===== config.mk =====
export PLATFORM = sky130hd
export DESIGN_NAME = circuito_gravador_sequencia
export DESIGN_NICKNAME = d
export VERILOG_FILES = /design/src/rtl/circuito_gravador_sequencia_pkg.sv /design/src/rtl/circuito_gravador_sequencia_uc.sv /design/src/rtl/hexa7seg.sv /design/src/rtl/circuito_gravador_sequencia.sv
export SDC_FILE = /design/constraint.sdc
export NUM_CORES = 1
export LEC_CHECK = 0
export ABC_CLOCK_PERIOD_IN_PS = 2100
export CORE_UTILIZATION = 58
export DETAILED_ROUTE_END_ITERATION = 8
export GPL_TIMING_DRIVEN = 1
export PLACE_DENSITY = 0.8
export SYNTH_ARGS = -nofsm -noshare
export SYNTH_HDL_FRONTEND = slang
export SYNTH_HIERARCHICAL = 1
export SYNTH_SLANG_ARGS = --single-unit

===== constraint.sdc =====
create_clock -name clock -period 2.1 [get_ports clock]
set_input_delay 0.42 -clock clock [delete_from_list [all_inputs] [get_ports clock]]
set_output_delay 0.42 -clock clock [all_outputs]
set_load 0.005 [all_outputs]

===== src/rtl/circuito_gravador_sequencia_pkg.sv =====
// Shared definitions for the sequence-recorder datapath and its control unit.
// State codes are shared with the other game control units so db_estado reads the same everywhere.
package circuito_gravador_sequencia_pkg;

    localparam int DATA_W_DEF = 4;
    localparam int ADDR_W_DEF = 4;

    typedef enum logic [3:0] {
        INICIAL    = 4'h0,
        PREPARACAO = 4'h1,
        ESPERA     = 4'h2,
        REGISTRA   = 4'h3,
        PROXIMO    = 4'h4,
        FIM        = 4'hF
    } estado_t;

    function automatic logic estado_gravando(input estado_t estado);
        return (estado == ESPERA) || (estado == REGISTRA) || (estado == PROXIMO);
    endfunction

endpackage


===== src/rtl/circuito_gravador_sequencia_uc.sv =====
// Control unit of the recorder: gravar edge detector and session FSM.
// Control outputs are registered from the next state so they line up with the state they belong to.
module gravador_unidade_controle
    import circuito_gravador_sequencia_pkg::*;
(
    input  logic       clock,
    input  logic       reset,
    input  logic       iniciar,
    input  logic       gravar,
    input  logic       fim_c,
    output logic       zera_c,
    output logic       conta_c,
    output logic       escreve_m,
    output logic       zera_m,
    output logic       pronto,
    output logic       gravando,
    output logic [3:0] estado
);

    estado_t estado_reg;
    estado_t estado_next;
    logic    gravar_q_reg;
    logic    borda;
    logic    zera_reg;
    logic    conta_reg;
    logic    escreve_reg;
    logic    pronto_reg;
    logic    gravando_reg;

    assign borda = gravar & ~gravar_q_reg;

    always_comb begin
        estado_next = estado_reg;
        case (estado_reg)
            INICIAL:    if (iniciar) estado_next = PREPARACAO;
            PREPARACAO: estado_next = ESPERA;
            ESPERA:     if (borda) estado_next = REGISTRA;
            REGISTRA:   estado_next = PROXIMO;
            PROXIMO:    estado_next = fim_c ? FIM : ESPERA;
            FIM:        if (iniciar) estado_next = PREPARACAO;
            default:    estado_next = INICIAL;
        endcase
    end

    always_ff @(posedge clock) begin
        if (!reset) begin
            estado_reg   <= INICIAL;
            gravar_q_reg <= 1'b0;
            zera_reg     <= 1'b0;
            conta_reg    <= 1'b0;
            escreve_reg  <= 1'b0;
            pronto_reg   <= 1'b0;
            gravando_reg <= 1'b0;
        end else begin
            estado_reg   <= estado_next;
            gravar_q_reg <= gravar;
            zera_reg     <= (estado_next == PREPARACAO);
            escreve_reg  <= (estado_next == REGISTRA);
            // The counter is stable through registra/proximo, so fim_c here already reflects proximo.
            conta_reg    <= (estado_next == PROXIMO) && !fim_c;
            pronto_reg   <= (estado_next == FIM);
            gravando_reg <= estado_gravando(estado_next);
        end
    end

    assign zera_c    = zera_reg;
    assign zera_m    = zera_reg;
    assign conta_c   = conta_reg;
    assign escreve_m = escreve_reg;
    assign pronto    = pronto_reg;
    assign gravando  = gravando_reg;
    assign estado    = estado_reg;

endmodule


===== src/rtl/hexa7seg.sv =====
// Hex digit to 7-segment decoder, active-low segments ordered {g,f,e,d,c,b,a}.
module hexa7seg (
    input  logic [3:0] hexa,
    output logic [6:0] display
);

    always_comb begin
        display = 7'b1111111;
        case (hexa)
            4'h0: display = 7'b1000000;
            4'h1: display = 7'b1111001;
            4'h2: display = 7'b0100100;
            4'h3: display = 7'b0110000;
            4'h4: display = 7'b0011001;
            4'h5: display = 7'b0010010;
            4'h6: display = 7'b0000010;
            4'h7: display = 7'b1111000;
            4'h8: display = 7'b0000000;
            4'h9: display = 7'b0010000;
            4'hA: display = 7'b0001000;
            4'hB: display = 7'b0000011;
            4'hC: display = 7'b1000110;
            4'hD: display = 7'b0100001;
            4'hE: display = 7'b0000110;
            4'hF: display = 7'b0001110;
            default: display = 7'b1111111;
        endcase
    end

endmodule


===== src/rtl/circuito_gravador_sequencia.sv =====
// Sequence recorder: stores one switch value per gravar press into a clearable register file
// and exposes it through a registered read port for the comparison circuit.
module circuito_gravador_sequencia
    import circuito_gravador_sequencia_pkg::*;
#(
    parameter int DATA_W  = DATA_W_DEF,
    parameter int ADDR_W  = ADDR_W_DEF,
    parameter int TAMANHO = 16
) (
    input  logic              clock,
    input  logic              reset,
    input  logic              iniciar,
    input  logic              gravar,
    input  logic [DATA_W-1:0] chaves,
    input  logic [ADDR_W-1:0] rd_endereco,
    output logic [DATA_W-1:0] rd_dado,
    output logic              pronto,
    output logic              gravando,
    output logic              db_gravar,
    output logic [6:0]        db_contagem,
    output logic [6:0]        db_chaves,
    output logic [6:0]        db_estado
);

    localparam int DEPTH = 2 ** ADDR_W;
    localparam logic [ADDR_W-1:0] ULTIMO = ADDR_W'(TAMANHO - 1);

    logic              zera_c;
    logic              conta_c;
    logic              escreve_m;
    logic              zera_m;
    logic              fim_c;
    logic [3:0]        estado;
    logic [ADDR_W-1:0] contagem_reg;
    logic [DATA_W-1:0] rd_dado_reg;
    logic [DATA_W-1:0] leitura [DEPTH];

    gravador_unidade_controle u_uc (
        .clock     (clock),
        .reset     (reset),
        .iniciar   (iniciar),
        .gravar    (gravar),
        .fim_c     (fim_c),
        .zera_c    (zera_c),
        .conta_c   (conta_c),
        .escreve_m (escreve_m),
        .zera_m    (zera_m),
        .pronto    (pronto),
        .gravando  (gravando),
        .estado    (estado)
    );

    assign fim_c = (contagem_reg == ULTIMO);

    always_ff @(posedge clock) begin
        if (!reset || zera_c) begin
            contagem_reg <= '0;
        end else if (conta_c) begin
            contagem_reg <= contagem_reg + 1'b1;
        end
    end

    // Each word is its own register so the whole memory can be cleared in a single cycle.
    generate
        for (genvar gi = 0; gi < DEPTH; gi++) begin : g_palavra
            logic [DATA_W-1:0] palavra_reg;

            always_ff @(posedge clock) begin
                if (!reset || zera_m) begin
                    palavra_reg <= '0;
                end else if (escreve_m && (contagem_reg == ADDR_W'(gi))) begin
                    palavra_reg <= chaves;
                end
            end

            assign leitura[gi] = palavra_reg;
        end
    endgenerate

    // Reads see the word before any write committed on the same edge.
    always_ff @(posedge clock) begin
        if (!reset) begin
            rd_dado_reg <= '0;
        end else begin
            rd_dado_reg <= leitura[rd_endereco];
        end
    end

    assign rd_dado   = rd_dado_reg;
    assign db_gravar = gravar;

    hexa7seg u_hex_contagem (
        .hexa    (4'(contagem_reg)),
        .display (db_contagem)
    );

    hexa7seg u_hex_chaves (
        .hexa    (4'(chaves)),
        .display (db_chaves)
    );

    hexa7seg u_hex_estado (
        .hexa    (estado),
        .display (db_estado)
    );

endmodule


==> results.json, run 1 <==
{
  "place_inst": 627,
  "worst_pin_slew_ns": 0.590,
  "diodes": 0,
  "synth_warnings": 6,
  "met2_usage": 0.474,
  "grt_pass1_vias": 3689,
  "required_ns": 1.68,
  "finalMaxSlewViolations": 0,
  "leakage_nw": 2.66,
  "rows": 32,
  "grt.overflow.total": 0,
  "cp_cell_sequence": "buf_6 > ha_4 > and2b_2 > or3b_4 > o21ai_2 > buf_2",
  "start_kind": "register",
  "dr.pass1.iters": 4,
  "largest_reg_flops": 64,
  "grt_max_degree": 65,
  "grt.met1_usage": 0.334,
  "ys_seq_elements": 82,
  "die_y_um": 91.0,
  "p_per_area_nw_per_um2": 584,
  "die-area_um2": 8290,
  "layout.nets": 586,
  "worstPathMaxFanout": 3,
  "layout.cells.non_filler": 655,
  "vias_per_cell": 5.62,
  "vias": 3679,
  "fillCellCount": 548,
  "slowest_delay_ns": 0.38,
  "fmax_ghz": 0.460,
  "async_flop_share": 0,
  "min_path_cells": 2,
  "synth_ff_type": "dfxtp_1",
  "timing.final.crit_share": 1.04,
  "grt-busiest-layer": "met2",
  "drv_cap": 0,
  "crit_arrival_ns": 1.75,
  "antenna_left": 0,
  "clock_skew_ns": 0.00986,
  "hold_path.class": "register to register",
  "grt_antenna_before_repair": 0,
  "clock-root-buffer": "clkbuf_8",
  "setup_viol": 5,
  "syn_area_um2": 4600,
  "path_class": "register to primary output",
  "relSlewSlack": 0.605,
  "cts_hold_buf": 0,
  "outcome": "finished, violations left",
  "cp-end-kind": "primary output",
  "ff_latch_area_um2": 1660,
  "yosysSeqAreaShare": 0.357,
  "synth_nets": 506,
  "grt_use_met3": 0.0260,
  "hold_ws_ns": 0.501,
  "cts_tree": "done",
  "drt_wl_total_um": 10600,
  "io_pins": 40,
  "grt_pass1_wl_um": 17900,
  "synthCells": 468,
  "ir_worst_vdd_mv": 0.321,
  "violations": "negative setup slack",
  "grt_setup_unrepaired": "yes",
  "drive_gt1_frac": 0.255,
  "drt-initial-drc-count": 217,
  "drc_errors": 0,
  "wire_per_inst_um": 16.3,
  "utilization": 0.745,
  "reg2reg_depth": 9,
  "start_util": 0.598,
  "h-tree-depth": 3,
  "fin_ws_ns": -0.0743,
  "fp.coreArea_um2": 7690,
  "numCtsBuffers": 9,
  "cts_buffer_depth": 2,
  "area_growth_pct": 24.6,
  "period_needed_ns": 2.17,
  "multi_input_area_um2": 2810,
  "finalPower_mw": 3.35,
  "synth.distinct_cells": 52,
  "dieWidth_um": 91.0,
  "crit_path_top_delay_cell": "dfxtp_4",
  "avgSynthCellArea_um2": 9.82,
  "synth_edf_count": 0,
  "clk_pin_slew_worst_paths_ns": 0.09,
  "gp_congestion": 0.846,
  "hold_viol": 0,
  "dpl.hpwl_um": 7240,
  "clk_latency_ns": 0.35,
  "portBuffers": 39,
  "grt_usage": 0.267,
  "cts.sinks": 82
}
==> synth_stat cells (2+ instances only) <==
cell type	number	share of area
nor2_1	91	0.074
mux2i_1	85	0.19
dfxtp_1	82	0.36
ha_1	26	0.071
nand2_1	16	0.013
inv_1	14	0.011
nand3_1	10	0.011
nor2b_1	10	0.014
clkbuf_1	9	0.0073
mux4_1	8	0.046
buf_2	7	0.0076
buf_6	7	0.017
o21ai_0	7	0.0076
a22o_1	6	0.011
mux2_2	6	0.015
buf_4	5	0.0082
nor3_1	5	0.0054
o21ai_1	5	0.0054
a21oi_1	4	0.0044
buf_1	4	0.0033
mux4_2	4	0.020
nand2b_1	4	0.0054
nand4_1	4	0.0054
a2111oi_0	3	0.0057
a32o_1	3	0.0065
and2b_1	3	0.0049
and2b_2	3	0.0057
nor3_2	3	0.0065
or3b_1	3	0.0057
a211oi_1	2	0.0033
and2_1	2	0.0027
o211ai_1	2	0.0033
o22ai_1	2	0.0027
o311ai_0	2	0.0038
o31ai_1	2	0.0033
xnor2_1	2	0.0038
xor2_1	2	0.0038
==> layout make-up <==
type                            instances  area share
Tap cell                              102      0.0223
Inverter                               14      0.0114
Multi-Input combinational cell        338       0.491
Sequential cell                        82       0.289
Clock buffer                            9      0.0216
Clock inverter                          7      0.0149
Timing Repair Buffer                  103       0.150
==> critical path, delay by kind of cell (launching register included) <==
kind                     cells  cell delay [ns]
flip-flops                   1             0.38
buffers and inverters        2             0.23
AO/OA/AOI/OAI                1             0.07
adder cells (fa/ha/maj)      1             0.12
AND/OR/NAND/NOR              2             0.60
==> kinds of logic (layout without fill, tap and decap cells) <==
logic type	Yosys count	in the layout	synth area share
fa+ha+maj	26	26	0.0708
buf+inv	48	133	0.0577
simple gates	162	162	0.171
compound gates	43	43	0.0702
mux	103	103	0.265
flops	82	82	0.357
xor+xnor	4	4	0.00762
==> metal layers <==
layer | up-vias | part of all wire
met2 | 108 | 0.50
li1 | 1793 | -
met5 | - | 0
met1 | 1760 | 0.44
met4 | 0 | 0.019
met3 | 18 | 0.039
==> power by group <==
| part | internal [mW] | switching (mW) | leakage, nW |
|---|---|---|---|
| clock network | 0.572 | 0.633 | 0.0999 |
| logic | 0.270 | 0.278 | 1.90 |
| registers | 1.57 | 0.0207 | 0.665 |
==> repair_timing <==
item,4_1_cts,5_1_grt
pin swaps,3,5
cloned,0,0
endpoints found under the setup margin,21,13
setup buffers,9,4
gates resized for setup,105,16
==> worst paths after layout <==
path                          startpoint                     endpoint  slack [ns]
max                      contagem_reg[0]               db_contagem[0]       -0.07
min          g_palavra[7].palavra_reg[0]  g_palavra[7].palavra_reg[0]        0.50
max reg2reg              contagem_reg[0]                  u_uc/zera_c        0.09
min reg2reg  g_palavra[7].palavra_reg[0]  g_palavra[7].palavra_reg[0]        0.50
==> placed cells by master, fill, tap and decap left out, drive strengths merged, types with 11 or more instances in the layout <==
cell,n
nor2,91
mux2i,85
dfxtp,82
buf,73
ha,26
inv,17
nand2,16
clkdlybuf4s50,14
clkbuf,12
o21ai,12
mux4,12
dlygate4sd2,11
==> stage by stage <==
step | TNS (ns) | setup slack, ns | cell area, µm²
after floorplan | 0 | 0.199 | 4600
after CTS | -0.292 | -0.0943 | 5710
after global routing | -0.408 | -0.141 | 5730
after global placement | -4.14 | -0.640 | 5310
after detailed placement | -4.95 | -0.727 | 5310
final | -0.144 | -0.0743 | 5730
Note: power is estimated with default switching activity, not from simulation.
==> run 2, diff against run 1 <==
- CAP_MARGIN: not set -> 20
- GPL_ROUTABILITY_DRIVEN: not set -> 0
==> results of run 2 <==
Same layout as run 1: the final DEF is identical, and so are final timing and power.
==> run 3, diff against run 2 <==
- SLEW_MARGIN: not set -> 20
==> results of run 3 <==
Same layout as run 1: the final DEF is identical, and so are final timing and power.
